### src/rtl/lsu_mem_if.sv
// Load/store unit: one data-memory transaction per request over a valid/ready bus,
// with lane steering, load extension and bus timeout. Optional macro: LSU_MISALIGN_TRAP_EN.
module lsu_mem_if #(
    parameter int unsigned TIMEOUT_CYCLES = 16,
    parameter int unsigned ADDR_W         = 32
) (
    input  logic              clk,
    input  logic              reset,
    input  logic              req_valid,
    input  logic              req_we,
    input  logic [2:0]        funct3,
    input  logic [ADDR_W-1:0] addr,
    input  logic [31:0]       wdata,
    output logic              stall,
    output logic              done,
    output logic [31:0]       rdata,
    output logic              err,
    output logic              mem_valid,
    output logic              mem_we,
    output logic [ADDR_W-1:0] mem_addr,
    output logic [3:0]        mem_wstrb,
    output logic [31:0]       mem_wdata,
    input  logic              mem_ready,
    input  logic [31:0]       mem_rdata
);

    localparam int unsigned CNT_W = (TIMEOUT_CYCLES > 0) ? $clog2(TIMEOUT_CYCLES + 1) : 1;

    typedef enum logic [1:0] {
        S_IDLE,
        S_REQ,
        S_DONE
    } state_t;

    state_t state_q, state_d;

    logic             we_q;
    logic [2:0]       f3_q;
    logic [1:0]       off_q;
    logic [CNT_W-1:0] cnt_q, cnt_d;

    logic              mem_valid_q;
    logic              mem_we_q;
    logic [ADDR_W-1:0] mem_addr_q;
    logic [3:0]        mem_wstrb_q;
    logic [31:0]       mem_wdata_q;
    logic [31:0]       rdata_q;
    logic              err_q;

    logic        req_legal;
    logic        req_misal;
    logic        req_ok;
    logic [1:0]  off_d;
    logic [3:0]  wstrb_d;
    logic [31:0] wdata_d;
    logic [31:0] rdata_d;
    logic [31:0] shifted;
    logic        timeout_hit;

    // Request decode: legality, effective lane offset and store lane steering
    always_comb begin
        if (req_we)
            req_legal = funct3 inside {3'b000, 3'b001, 3'b010};
        else
            req_legal = funct3 inside {3'b000, 3'b001, 3'b010, 3'b100, 3'b101};

`ifdef LSU_MISALIGN_TRAP_EN
        req_misal = ((funct3[1:0] == 2'b01) && addr[0]) ||
                    ((funct3[1:0] == 2'b10) && (addr[1:0] != 2'b00));
`else
        req_misal = 1'b0;
`endif
        req_ok = req_legal && !req_misal;

        // Without the trap, low bits below the access size are simply ignored
        case (funct3[1:0])
            2'b00:   off_d = addr[1:0];
            2'b01:   off_d = {addr[1], 1'b0};
            default: off_d = 2'b00;
        endcase

        case (funct3[1:0])
            2'b00: begin
                wstrb_d = 4'b0001 << off_d;
                wdata_d = {4{wdata[7:0]}};
            end
            2'b01: begin
                wstrb_d = 4'b0011 << off_d;
                wdata_d = {2{wdata[15:0]}};
            end
            default: begin
                wstrb_d = 4'b1111;
                wdata_d = wdata;
            end
        endcase
        if (!req_we)
            wstrb_d = '0;
    end

    // Load extraction from the returned word
    always_comb begin
        shifted = mem_rdata >> {off_q, 3'b000};
        case (f3_q)
            3'b000:  rdata_d = {{24{shifted[7]}}, shifted[7:0]};
            3'b100:  rdata_d = {24'h0, shifted[7:0]};
            3'b001:  rdata_d = {{16{shifted[15]}}, shifted[15:0]};
            3'b101:  rdata_d = {16'h0, shifted[15:0]};
            default: rdata_d = mem_rdata;
        endcase
        if (we_q)
            rdata_d = '0;
    end

    // Saturating wait counter; ready in the final cycle still completes normally
    always_comb begin
        if (cnt_q == CNT_W'(TIMEOUT_CYCLES))
            cnt_d = cnt_q;
        else
            cnt_d = cnt_q + CNT_W'(1);
        timeout_hit = (TIMEOUT_CYCLES != 0) && !mem_ready &&
                      (cnt_d == CNT_W'(TIMEOUT_CYCLES));
    end

    always_ff @(posedge clk) begin
        if (!reset)
            state_q <= S_IDLE;
        else
            state_q <= state_d;
    end

    always_comb begin
        state_d = state_q;
        case (state_q)
            S_IDLE: begin
                if (req_valid)
                    state_d = req_ok ? S_REQ : S_DONE;
            end
            S_REQ: begin
                if (mem_ready || timeout_hit)
                    state_d = S_DONE;
            end
            S_DONE:  state_d = S_IDLE;
            default: state_d = S_IDLE;
        endcase
    end

    always_comb begin
        stall = ((state_q == S_IDLE) && req_valid) || (state_q == S_REQ);
        done  = (state_q == S_DONE);
    end

    always_ff @(posedge clk) begin
        if (!reset) begin
            we_q        <= 1'b0;
            f3_q        <= '0;
            off_q       <= '0;
            cnt_q       <= '0;
            mem_valid_q <= 1'b0;
            mem_we_q    <= 1'b0;
            mem_addr_q  <= '0;
            mem_wstrb_q <= '0;
            mem_wdata_q <= '0;
            rdata_q     <= '0;
            err_q       <= 1'b0;
        end else begin
            case (state_q)
                S_IDLE: begin
                    cnt_q <= '0;
                    if (req_valid) begin
                        if (req_ok) begin
                            we_q        <= req_we;
                            f3_q        <= funct3;
                            off_q       <= off_d;
                            mem_valid_q <= 1'b1;
                            mem_we_q    <= req_we;
                            mem_addr_q  <= {addr[ADDR_W-1:2], 2'b00};
                            mem_wstrb_q <= wstrb_d;
                            mem_wdata_q <= wdata_d;
                        end else begin
                            err_q   <= 1'b1;
                            rdata_q <= '0;
                        end
                    end
                end
                S_REQ: begin
                    if (mem_ready) begin
                        mem_valid_q <= 1'b0;
                        rdata_q     <= rdata_d;
                        err_q       <= 1'b0;
                    end else if (timeout_hit) begin
                        mem_valid_q <= 1'b0;
                        rdata_q     <= '0;
                        err_q       <= 1'b1;
                    end else begin
                        cnt_q <= cnt_d;
                    end
                end
                default: ;
            endcase
        end
    end

    assign mem_valid = mem_valid_q;
    assign mem_we    = mem_we_q;
    assign mem_addr  = mem_addr_q;
    assign mem_wstrb = mem_wstrb_q;
    assign mem_wdata = mem_wdata_q;
    assign rdata     = rdata_q;
    assign err       = err_q;

endmodule

### config.mk
export PLATFORM = sky130hd
export DESIGN_NAME = lsu_mem_if
export DESIGN_NICKNAME = d
export VERILOG_FILES = /design/src/rtl/lsu_mem_if.sv
export SDC_FILE = /design/constraint.sdc
export NUM_CORES = 1
export LEC_CHECK = 0
export ABC_AREA = 1
export BUFFER_PORTS_ARGS = -buffer_cell sky130_fd_sc_hd__buf_4
export CAP_MARGIN = 20
export CORE_MARGIN = 4
export CORE_UTILIZATION = 45
export CTS_BUF_LIST = sky130_fd_sc_hd__clkbuf_8
export CTS_CLUSTER_SIZE = 10
export DETAILED_ROUTE_END_ITERATION = 10
export PLACE_DENSITY_LB_ADDON = 0.25
export SKIP_CTS_REPAIR_TIMING = 1
export SLEW_MARGIN = 30
export SYNTH_ARGS = -nofsm -noshare
export SYNTH_HDL_FRONTEND = slang
export SYNTH_SLANG_ARGS = --single-unit
### constraint.sdc
create_clock -name clk -period 1.7 [get_ports clk]
set_input_delay 0.17 -clock clk [delete_from_list [all_inputs] [get_ports clk]]
set_output_delay 0.17 -clock clk [all_outputs]
set_load 0.01 [all_outputs]
# After elaboration in Yosys (flattened, before gate mapping)

Index checks and enable logic that the tools add are counted.

Shifts and indexed selects: 3
Mux-type cells: 30
Add/subtract/negate cells: 1
Reductions and logical operators: 17
Equal/unequal tests: 19

Operators by type and width:

| cell                                                               | number |
|---|---|
| 32-bit two-way mux                                                 | 5 |
| 32-bit case mux with 2 select lines                                | 2 |
| 32-bit case mux with 4 select lines                                | 1 |
| 32-bit by 5-bit right shift with 16-bit output                     | 1 |
| 5-bit two-way mux                                                  | 3 |
| 3-bit == test (second input constant)                              | 4 |
| 2-bit != test (second input constant)                              | 6 |
| 5-bit == test (second input constant)                              | 2 |
| 5-bit case mux with 2 select lines                                 | 1 |
| 1-bit two-way mux                                                  | 9 |
| 2-bit case mux with 2 select lines                                 | 2 |
| 4-bit case mux with 2 select lines                                 | 1 |
| 4-bit AND reduction                                                | 2 |
| 3-bit by 1-bit == test with 1-bit output (second input constant)   | 2 |
| 3-bit logical NOT                                                  | 2 |
| 2-bit two-way mux                                                  | 3 |
| 3-bit AND reduction                                                | 2 |
| 5-bit by 1-bit adder with 5-bit output (second input constant)     | 1 |
| 5-bit nonzero test                                                 | 1 |
| 2-bit by 1-bit == test with 1-bit output (second input constant)   | 2 |
| 2-bit logical NOT                                                  | 2 |
| 4-bit two-way mux                                                  | 1 |
| 1-bit case mux with 2 select lines                                 | 2 |
| 1-bit by 2-bit << shifter with 4-bit output (first input constant) | 1 |
| other kinds (10)                                                   | 12 |

Word-level logic and storage cells: 81
Output and inout port bits: 105
Register bits after elaboration: 113

# Logic depth before layout (Yosys ltp)

Gate-level depths: netlist (run 1).

Word-level depth: 7
Mapped depth: 14
Depth with buffers taken out: 14

# Least setup slack after synthesis (run 1)

Ideal clock, no wire load.

Path kind: flip-flop to flip-flop
Start: register cnt_q[0]
End: register rdata_q[15] (netlist: rdata[15])
Path slack: 0.043 ns
Stages on the path, launching flop included: 14
Setup time: 0.143 ns
Buffers on the path: 1
Arrival time: 1.513 ns
Required time: 1.557 ns
Period minus slack after synthesis: 1.657 ns
Path through: dfxtp_1 -> inv_1 -> ha_1 -> nand2_1 -> inv_1 -> nand3_1 -> nand2_2 -> nor2_2 -> nand3_2 -> nand3_4 -> nand2_4 -> buf_8 -> nand2_2 -> a21oi_2

Cells in the longest elaborated chain, start to end: 6

Ends and longest elaborated chain:

| what                                                                    | RTL line | source |
|---|---|---|
| start, declared                                                         | 40       | `logic [CNT_W-1:0] cnt_q, cnt_d;` |
| start signal, assigned                                                  | 195      | `cnt_q <= cnt_d;` |
| 5-bit by 1-bit adder with 5-bit output or 5-bit == test (tied branches) | 119, 116 |  |
| 5-bit two-way mux (*)                                                   | 116      | `if (cnt_q == CNT_W'(TIMEOUT_CYCLES))` |
| 5-bit == test (*)                                                       | 121      | `(cnt_d == CNT_W'(TIMEOUT_CYCLES));` |
| 1-bit logical AND (*)                                                   | 120      | `timeout_hit = (TIMEOUT_CYCLES != 0) && !mem_ready &&` |
| 3-bit != test (no line) (*)                                             | n/a      |  |
| 4-bit AND reduction (no line) (*)                                       | n/a      |  |
| end signal, assigned                                                    | 188      | `rdata_q <= rdata_d;` |
| end, declared                                                           | 47       | `logic [31:0] rdata_q;` |

Every way passes the cells marked *; elsewhere a longest branch is shown, timed or not.
A chain may end at the register's enable or synchronous reset.

# Final worst setup path (run 1)

Start: register cnt_q[1]
End: register rdata_q[12] (netlist: rdata[12])

Same word-level chain as after synthesis.

==> results of run 1 <==
-- routing by layer --
| metal | part of all wire | global-route usage | up-vias |
|---|---|---|---|
| met5 | 0 | 0 | - |
| met4 | 0.019 | 0.08216 | 0 |
| met3 | 0.12 | 0.1097 | 34 |
| met2 | 0.48 | 0.4055 | 288 |
| met1 | 0.38 | 0.2854 | 2664 |
| li1 | - | - | 2836 |
-- worst min path at each step --
stage	to	cells after the start	from	slack, ns
2_1_floorplan	f3_q[2]$_SDFFE_PN0P_	2	funct3[2]	0.32
3_3_place_gp	mem_addr[25]$_SDFFE_PN0P_	3	addr[25]	0.42
3_5_place_dp	mem_addr[14]$_SDFFE_PN0P_	3	addr[14]	0.43
4_1_cts	mem_addr[14]$_SDFFE_PN0P_	3	addr[14]	-0.05
5_1_grt	mem_wdata[20]$_SDFFE_PN0P_	3	wdata[20]	0.0006
6_report	mem_addr[31]$_SDFFE_PN0P_	3	addr[31]	-0.01
-- cells in the final DEF, fill, tap and decap left out, types with 3 or more instances in the layout --
| cell | synthesis | routed |
|---|---|---|
| buf_4 | 6 | 232 |
| dfxtp_1 | 113 | 111 |
| nand2_1 | 118 | 110 |
| nor2_1 | 98 | 97 |
| o21ai_0 | 90 | 90 |
| a21oi_1 | 82 | 77 |
| inv_1 | 44 | 45 |
| a21oi_2 | 21 | 26 |
| nand3_1 | 21 | 21 |
| clkbuf_8 | 0 | 20 |
| dlygate4sd3_1 | 0 | 19 |
| nand2_2 | 24 | 18 |
| nand2_4 | 1 | 14 |
| o22ai_1 | 9 | 9 |
| a31oi_1 | 8 | 8 |
| inv_2 | 5 | 6 |
| o211ai_1 | 6 | 6 |
| o221ai_1 | 6 | 6 |
| nor2_2 | 3 | 4 |
| o21ai_1 | 3 | 3 |
| nor3_1 | 3 | 3 |
| clkinv_4 | 0 | 3 |
| buf_6 | 1 | 3 |
-- worst min-delay path, cell delays in order --
cell	delay, ns
buf_4	0.07
o21ai_0	0.07
nor2_1	0.08
-- state kept, by name, indices dropped and copies added, names as in the netlist --
name and count:
mem_addr 30, state_q 2, cnt_q 5, mem_valid 1
rdata 32, off_q 2, mem_wstrb 4, mem_wdata 32
mem_we 1, err 1, f3_q 3
-- cells in the mapped netlist (2+ instances only) --
library cell,instances,area [um^2]
buf_4,6,45.04
o211ai_1,6,45.04
inv_1,44,165.2
nand2_2,24,150.1
a21oi_1,82,410.4
nor2_2,3,18.77
o221ai_1,6,52.55
inv_2,5,18.77
buf_2,11,55.05
o22ai_1,9,56.30
buf_8,2,30.03
nor3_1,3,15.01
a211oi_1,2,15.01
nor2_1,98,367.9
o21ai_0,90,450.4
nand3_2,2,20.02
nand2_1,118,442.9
o21ai_1,3,15.01
nand3_1,21,105.1
dfxtp_1,113,2262
a21oi_2,21,183.9
ha_1,2,25.02
a31oi_1,8,50.05
clkbuf_1,25,93.84
-- through the flow --
step                      cells  hold WS [ns]    util
after global routing       1099     0.0005723  0.6960
after detailed placement   1043        0.4270  0.6225
after CTS                  1075      -0.05167  0.6581
after floorplan             716        0.3231       -
final                      1099      -0.01196  0.6960
after global placement     1043        0.4213  0.6225
-- logic make-up (layout without fill, tap and decap cells) --
group	after synthesis	count (layout)	share of synthesized area
other cells	1	2	0.0007219
fa+ha+maj	2	2	0.004816
xor+xnor	1	1	0.001686
buf+inv	97	340	0.08598
simple gates	273	273	0.2237
flops	113	113	0.4355
compound gates	228	228	0.2476
-- final cells by class --
cell class	count	area share
multi-input combinational	506	0.3405
sequential	113	0.2941
timing repair buffer	258	0.2666
clock buffer	20	0.03570
inverter	50	0.02499
tap	140	0.02272
clock inverter	12	0.01542
-- power breakdown --
group	switching [mW]	leakage, nW	internal (mW)	total [mW]
sequential	0.106	0.925	2.82	2.93
combinational	0.853	2.41	0.718	1.57
clock	1.11	0.214	1.40	2.50
==> impl_metrics.py, run 1 <==
metrics = {
    "critical_path": {
        "path_common_cell": "nand2_2",
        "critPathKind": "flip-flop to flip-flop",
        "crit_chain": "inv_4 -> ha_4 -> nand2_4 -> inv_4 -> nand2_4 -> nand2_2 -> nand2_2 -> nor2_2 -> nand3_2 -> nand3_4 -> nand2_8 -> clkbuf_16 -> nand2_2 -> a21oi_2",
        "critPathLaunchType": "flip-flop",
        "ff2ff_setup_slack_ns": -0.02,
        "cp_top_family": "simple AND/OR/NAND/NOR gates",
        "cp-startpoint": "cnt_q[1]$_SDFFE_PN0P_",
        "crit_cells": 14,
        "crit_path_top_delay_cell": "dfxtp_4",
        "worst_ep_required_time_ns": 2.01,
        "critPathBufInv": 3,
        "r2r-start": "cnt_q[1]$_SDFFE_PN0P_",
        "r2r_cells": 14,
        "cp-end-kind": "flip-flop",
        "crit_arrival_ns": 2.03,
        "critPathMaxFanout": 7,
        "worst_path_largest_cell_delay_ns": 0.36,
        "crit_path_end": "rdata[12]$_SDFFE_PN0P_",
        "reg2reg_to": "rdata[12]$_SDFFE_PN0P_",
    },
    "finish": {
        "multi_input_area_um2": 2625,
        "antennaDiodeCount": 0,
        "fin_nets": 1052,
        "fillers": 928,
        "area_delta_synth_final_pct": 48.41,
        "fin_area_um2": 7710,
        "seqCellArea_um2": 2267,
        "drive_above_1_share": 0.3597,
    },
    "timing": {
        "fin_crit_sh": 1.011,
        "worst_slew_pin_slew_ns": 0.6641,
        "rsz0062_at_grt": "true",
        "relSlewSlack": 0.5557,
        "finalHoldViolCount": 5,
        "tns_ns": -0.06761,
        "slew_viol_final": 0,
        "setup_viol": 11,
        "skew_ns": 0.007872,
        "finalCriticalPeriod_ns": 1.718,
        "setup_ws_ns": -0.01832,
        "timing.fmax_mhz": 582.0,
        "whs_ns": -0.01196,
    },
    "route": {
        "routed_wl_um": 17560,
        "first_iter_violations": 601,
        "postRouteAntennaNets": 0,
        "drc_errors": 0,
        "wl_per_cell_um": 15.97,
        "via_count": 5822,
        "dr.pass1.iters": 6,
        "vias_per_cell": 5.298,
    },
    "placement": {
        "pre_cts_slack_ns": -0.03597,
        "port_buffers": 206,
        "dpl.hpwl_um": 12150,
        "place_congestion": 0.9199,
        "place_area_um2": 6897,
    },
    "global_route": {
        "overflow": 0,
        "antenna_found_initial": 0,
        "grt_max_degree": 50,
        "grt_pass1_vias": 5155,
        "grt_usage": 0.2457,
        "grt_pass1_wl_um": 25740,
    },
    "cts": {
        "path_clk_slew_ns": 0.07,
        "cts_buffers": 17,
        "cts-root-buf": "clkbuf_8",
        "clock_latency_ns": 0.44,
        "clock-sinks": 113,
        "clockBufferDepth": 2,
        "htreeDepth": 4,
        "cts_tree": "yes",
    },
    "synthesis": {
        "ys_seq_area_frac": 0.4355,
        "async_reset_ff_frac": 0,
        "synth_ff_type": "dfxtp_1",
        "yosys_warnings": 0,
        "synth_area_um2": 5195,
        "synth_edf_count": 0,
        "syn_area_per_cell_um2": 7.266,
        "synth_seq_cells": 113,
        "synthCells": 715,
        "ys_types": 35,
    },
    "job": {
        "drv_cap": 0,
    },
    "status": {
        "violations": "hold timing, setup timing",
        "status": "finished, violations left",
    },
    "floorplanning": {
        "core_um2": 11080,
        "initial_core_util": 0.4689,
        "dieArea_um2": 13330,
        "die_y_um": 115.4,
        "top_level_ports": 209,
        "rows": 38,
        "die_x_um": 115.4,
    },
    "pwr": {
        "powerDensity_nw_per_um2": 908.7,
        "vdd_drop_max_mv": 0.8290,
        "p_leak_nw": 3.546,
        "p_total_mw": 7.006,
    },
    "worst_hold_path": {
        "holdCritPathClass": "input pin to flip-flop",
    },
}
Note: power is estimated with default switching activity, not from simulation.
==> inputs of run 2 (changes only) <==
- ABC_AREA: 1 -> unset
- CORE_UTILIZATION: 45 -> 46
==> run 2 against run 1 <==
  * The run still ends with hold timing, setup timing left
  * Combinational power is 19% lower
  * Via count down 3.2%
  * Core utilization shrank 1.3 points
  * Worst hold slack improved by 0.012 ns
  * Area after synthesis increased by 7.8%
  * Global-route usage down 1.4 points
  * Die area grew 5.1%
  * Critical endpoint is now rdata[5]$_SDFFE_PN0P_
  * Register-to-register slack got worse by 0.18 ns
  * Power fell by 4.7%
  * Clock-buffer cell count is 2 higher
  * Maximum frequency shrank 9.2%
  * Largest cell class unchanged
==> impl_metrics.py, run 2 <==
metrics = {
    "global_route": {
        "grt_pass1_wl_um": 26740,
        "overflow": 0,
        "grt_usage": 0.2314,
        "grt_pass1_vias": 5427,
        "grt_max_degree": 68,
        "antenna_found_initial": 0,
    },
    "synthesis": {
        "yosys_warnings": 0,
        "syn_area_per_cell_um2": 8.262,
        "async_reset_ff_frac": 0,
        "synthXorXnorAreaFrac": 0.001564,
        "synth_compound_area_frac": 0.2542,
        "synth_top_family_by_area": "compound AO/OA/AOI/OAI gates",
        "synthSimpleGateAreaFrac": 0.2082,
        "synth_ff_type": "dfxtp_1",
        "synth.area.top_cells": "dfxtp_1, nand2_1, a21boi_0",
        "synth_edf_count": 0,
        "yosysTopAreaCellShare": 0.4038,
        "muxShareOfSynthArea": 0.07237,
        "synthCells": 678,
        "synth_common_cells": "nand2_1, dfxtp_1, a21boi_0",
        "yosysTopAreaCell": "dfxtp_1",
        "synth_seq_cells": 113,
        "synth-adder-area-share": 0.004467,
        "ys_types": 50,
        "ys_seq_area_frac": 0.4038,
        "synth_area_um2": 5602,
        "synth.most_common_cell": "nand2_1",
    },
    "pwr": {
        "p_leak_nw": 3.814,
        "power.share.clock": 0.379,
        "p_total_mw": 6.677,
        "p_sw_mw": 1.781,
        "vdd_drop_max_mv": 0.7114,
        "netSwitchingFraction": 0.2667,
        "combPwrFrac": 0.191,
        "powerDensity_nw_per_um2": 817.5,
        "p_int_mw": 4.896,
        "pwr-share-seq": 0.430,
    },
    "critical_path": {
        "crit_arrival_ns": 2.21,
        "reg2reg_to": "rdata[5]$_SDFFE_PN0P_",
        "critPathKind": "flip-flop to flip-flop",
        "critPathLaunchType": "flip-flop",
        "critPathMaxFanout": 7,
        "r2r_cells": 9,
        "cp-startpoint": "cnt_q[1]$_SDFFE_PN0P_",
        "r2r-start": "cnt_q[1]$_SDFFE_PN0P_",
        "cp-end-kind": "flip-flop",
        "crit_path_end": "rdata[5]$_SDFFE_PN0P_",
        "worst_ep_required_time_ns": 2.02,
        "ff2ff_setup_slack_ns": -0.19,
    },
    "floorplanning": {
        "rows": 40,
        "dieArea_um2": 14010,
        "top_level_ports": 209,
        "initial_core_util": 0.4683,
        "core_um2": 11960,
        "die_x_um": 118.4,
        "die_y_um": 118.4,
    },
    "timing": {
        "whs_ns": -0.0003813,
        "finalHoldViolCount": 1,
        "setup_viol": 40,
        "finalCriticalPeriod_ns": 1.893,
        "skew_ns": 0.01008,
        "setup_ws_ns": -0.1933,
        "worst_slew_pin_slew_ns": 0.5777,
        "relSlewSlack": 0.6149,
        "timing.fmax_mhz": 528.2,
        "rsz0062_at_grt": "true",
        "fin_crit_sh": 1.114,
        "slew_viol_final": 0,
    },
    "route": {
        "drc_errors": 0,
        "vias_per_cell": 5.334,
        "first_iter_violations": 375,
        "wl_per_cell_um": 16.47,
        "routed_wl_um": 17400,
        "dr.pass1.iters": 4,
        "postRouteAntennaNets": 0,
        "via_count": 5638,
    },
    "cts": {
        "clock_latency_ns": 0.43,
        "htreeDepth": 4,
        "clockBufferDepth": 2,
        "cts-root-buf": "clkbuf_8",
        "cts_buffers": 17,
        "cts_tree": "yes",
        "path_clk_slew_ns": 0.07,
        "clock-sinks": 113,
    },
    "placement": {
        "pre_cts_slack_ns": -0.1388,
        "dpl.hpwl_um": 12240,
        "place_congestion": 0.8785,
        "port_buffers": 206,
    },
    "status": {
        "violations": "hold timing, setup timing",
        "status": "finished, violations left",
    },
    "finish": {
        "area_delta_synth_final_pct": 45.79,
        "drive_above_1_share": 0.3505,
        "fin_nets": 1004,
        "final_cell_mix": "buf_4, nand2_1, dfxtp_1",
        "layout_commonest_cell": "buf_4",
        "antennaDiodeCount": 0,
    },
    "job": {
        "drv_cap": 0,
    },
    "worst_hold_path": {
        "holdCritPathClass": "input pin to flip-flop",
    },
}
==> run 2: how the worst min path moves through the flow <==
stage	start	to	slack, ns	cells past startpoint
global route	addr[24]	mem_addr[24]$_SDFFE_PN0P_	0.002	3
global placement	addr[7]	mem_addr[7]$_SDFFE_PN0P_	0.43	3
detailed placement	addr[2]	mem_addr[2]$_SDFFE_PN0P_	0.44	3
CTS	addr[2]	mem_addr[2]$_SDFFE_PN0P_	-0.04	3
finish	addr[26]	mem_addr[26]$_SDFFE_PN0P_	-0.0004	3
floorplan	funct3[2]	f3_q[2]$_SDFFE_PN0P_	0.31	2
==> run 2: critical path: stages, from the launching register on <==
cell       delay (ns)
dfxtp_4          0.36
inv_4            0.06
ha_4             0.13
and4bb_4         0.27
mux2i_4          0.27
o211ai_4         0.12
a21oi_4          0.20
buf_12           0.15
clkbuf_16        0.15
o21ai_2          0.05
==> run 2: final cells by class <==
| class | instances | area (um^2) |
|---|---|---|
| fillers | 968 | 3795 |
| multi-input cells | 501 | 3163 |
| flip-flops and latches | 113 | 2270 |
| repair buffers | 259 | 2130 |
| clock buffers | 22 | 302.8 |
| well taps | 147 | 183.9 |
| clock inverters | 9 | 90.09 |
| inverters | 6 | 27.53 |
==> run 2: power groups by stage <==
stage	Clock [mW]	Combinational, mW	Sequential [mW]
after floorplan	0	0.517	2.97
after global placement	0	1.15	2.92
after detailed placement	0	1.17	2.92
after CTS	2.58	1.17	2.87
after global routing	2.72	1.38	2.88
final	2.53	1.27	2.87
==> run 2: kinds of logic (layout without fill, tap and decap cells) <==
| family | Yosys count | in the layout |
|---|---|---|
| fa+ha+maj | 2 | 2 |
| compound gates | 179 | 179 |
| flops | 113 | 113 |
| mux | 38 | 38 |
| other cells | 1 | 2 |
| simple gates | 279 | 279 |
| xor+xnor | 1 | 1 |
| buf+inv | 65 | 296 |
==> run 2: stage by stage <==
stage / instances / setup TNS, ns / utilization / instance area (um^2)
after floorplan: 679 / -2.026 / - / 5625
final: 1057 / -5.542 / 0.6827 / 8167
after detailed placement: 1006 / -4.237 / 0.6204 / 7421
after global placement: 1006 / -1.874 / 0.6204 / 7421
after CTS: 1037 / -4.796 / 0.6532 / 7814
after global routing: 1057 / -8.248 / 0.6827 / 8167
==> run 2: metal layers <==
metal  track usage  wire length (um)  vias up
met5             0                 0        -
met3       0.08469              1546       22
met2        0.3880              8638      212
met4       0.07985               286        0
li1              -                 -     2765
met1        0.2724              6933     2639
==> inputs of run 3 (changes only) <==
- CELL_PAD_IN_SITES_DETAIL_PLACEMENT: unset -> 0
- CELL_PAD_IN_SITES_GLOBAL_PLACEMENT: unset -> 1
- CORE_UTILIZATION: 46 -> 33
==> run 3 against run 2 <==
  * Sequential share of layout area is 0.64 points lower
  * Clock-buffer cell count fell by 2
  * Clock power is essentially flat
  * Power about the same
  * Setup slack gained 0.021 ns
  * Via count increased by 0.74%
  * Critical endpoint is now rdata[0]$_SDFFE_PN0P_
  * The flow finishes with violations (setup timing)
==> impl_metrics.py, run 3 (synthesis results as in run 2) <==
metrics = {
    "finish": {
        "final_core_util": 0.5040,
        "fillers": 1623,
        "fin_nets": 1015,
        "fin_cells": 1142,
        "layout_commonest_cell": "buf_4",
        "antennaDiodeCount": 0,
        "drive_above_1_share": 0.3362,
        "final_cell_mix": "buf_4, nand2_1, dfxtp_1",
        "area_delta_synth_final_pct": 49.21,
    },
    "placement": {
        "place_congestion": 0.8511,
        "dp.cells": 1078,
        "dpl.hpwl_um": 13140,
        "port_buffers": 206,
        "pre_cts_slack_ns": -0.1586,
    },
    "cts": {
        "clockBufferDepth": 2,
        "cts_tree": "yes",
        "cts_buffers": 17,
        "clock_latency_ns": 0.43,
        "path_clk_slew_ns": 0.07,
        "clock-sinks": 113,
        "cts-root-buf": "clkbuf_8",
        "htreeDepth": 4,
    },
    "global_route": {
        "grt_pass1_vias": 5415,
        "grt_usage": 0.1768,
        "grt_pass1_wl_um": 27590,
        "overflow": 0,
        "antenna_found_initial": 0,
        "grt_max_degree": 97,
    },
    "route": {
        "wl_per_cell_um": 15.97,
        "drc_errors": 0,
        "first_iter_violations": 249,
        "dr.pass1.iters": 5,
        "vias_per_cell": 4.974,
        "routed_wl_um": 18230,
        "via_count": 5680,
        "postRouteAntennaNets": 0,
    },
    "pwr": {
        "vdd_drop_max_mv": 0.5024,
        "p_leak_nw": 3.835,
        "p_sw_mw": 1.829,
        "pwr-share-seq": 0.429,
        "p_total_mw": 6.676,
        "netSwitchingFraction": 0.2740,
        "power.share.clock": 0.375,
        "combPwrFrac": 0.196,
        "powerDensity_nw_per_um2": 798.8,
        "p_int_mw": 4.847,
    },
    "critical_path": {
        "critPathLaunchType": "flip-flop",
        "cp-end-kind": "flip-flop",
        "critPathKind": "flip-flop to flip-flop",
        "worst_ep_required_time_ns": 2.00,
        "critPathMaxFanout": 7,
        "crit_arrival_ns": 2.17,
    },
    "status": {
        "violations": "setup timing",
        "status": "finished, violations left",
    },
    "timing": {
        "fin_crit_sh": 1.101,
        "slew_viol_final": 0,
        "setup_viol": 40,
        "timing.fmax_mhz": 534.1,
        "setup_ws_ns": -0.1722,
        "worst_slew_pin_slew_ns": 0.5930,
        "skew_ns": 0.009813,
        "finalCriticalPeriod_ns": 1.872,
        "relSlewSlack": 0.6047,
        "rsz0062_at_grt": "true",
        "finalHoldViolCount": 0,
    },
    "floorplanning": {
        "die_y_um": 138.3,
        "initial_core_util": 0.3378,
        "die_x_um": 138.3,
        "core_um2": 16580,
        "top_level_ports": 209,
        "dieArea_um2": 19120,
        "rows": 47,
    },
    "worst_hold_path": {
        "holdCritPathClass": "input pin to flip-flop",
    },
    "job": {
        "drv_cap": 0,
    },
}
## run 3: layout make-up
cell class,count,area (um^2),area share
flip-flops and latches,113,2270,0.2716
clock buffers,20,275.3,0.03293
multi-input cells,501,3149,0.3768
well taps,220,275.3,0.03293
inverters,6,27.53,0.003293
clock inverters,12,117.6,0.01407
repair buffers,270,2243,0.2684
## run 3: stage by stage
stage	hold WS, ns	TNS (ns)	instance area [um^2]
2_1_floorplan	0.3149	-2.026	5625
3_3_place_gp	0.4306	-2.163	7480
3_5_place_dp	0.4397	-4.524	7480
4_1_cts	-0.04409	-5.884	7873
5_1_grt	-0.006534	-7.496	8358
6_report	0.003706	-5.710	8358
## run 3: power by group through the flow
stage / logic, mW / registers [mW] / clock network [mW]
after floorplan: 0.517 / 2.97 / 0
after global placement: 1.16 / 2.92 / 0
after detailed placement: 1.18 / 2.92 / 0
after CTS: 1.18 / 2.87 / 2.60
after global routing: 1.42 / 2.88 / 2.71
final: 1.31 / 2.86 / 2.50
## run 3: final timing paths
path / from / end / slack [ns] / cells past startpoint
worst min-delay path: addr[2] / mem_addr[2]$_SDFFE_PN0P_ / 0.004 / 3
worst min register to register: f3_q[2]$_SDFFE_PN0P_ / f3_q[2]$_SDFFE_PN0P_ / 0.46 / 2
worst max register to register: cnt_q[1]$_SDFFE_PN0P_ / rdata[0]$_SDFFE_PN0P_ / -0.17 / 9
worst max-delay path: cnt_q[1]$_SDFFE_PN0P_ / rdata[0]$_SDFFE_PN0P_ / -0.17 / 9
## run 3: routing by layer
layer  track usage  share of wire
met4       0.06448          0.024
met3       0.07355          0.078
met2        0.2839           0.47
met1        0.2128           0.43
met5             0              0
## run 3: worst max-delay path, stage by stage (launching register included)
cell and delay, ns:
dfxtp_4 0.37, inv_4 0.06, ha_4 0.13, and4bb_4 0.28, mux2i_4 0.27, o211ai_4 0.12, a21oi_4 0.15, buf_12 0.15
clkbuf_16 0.16, o21ai_2 0.05
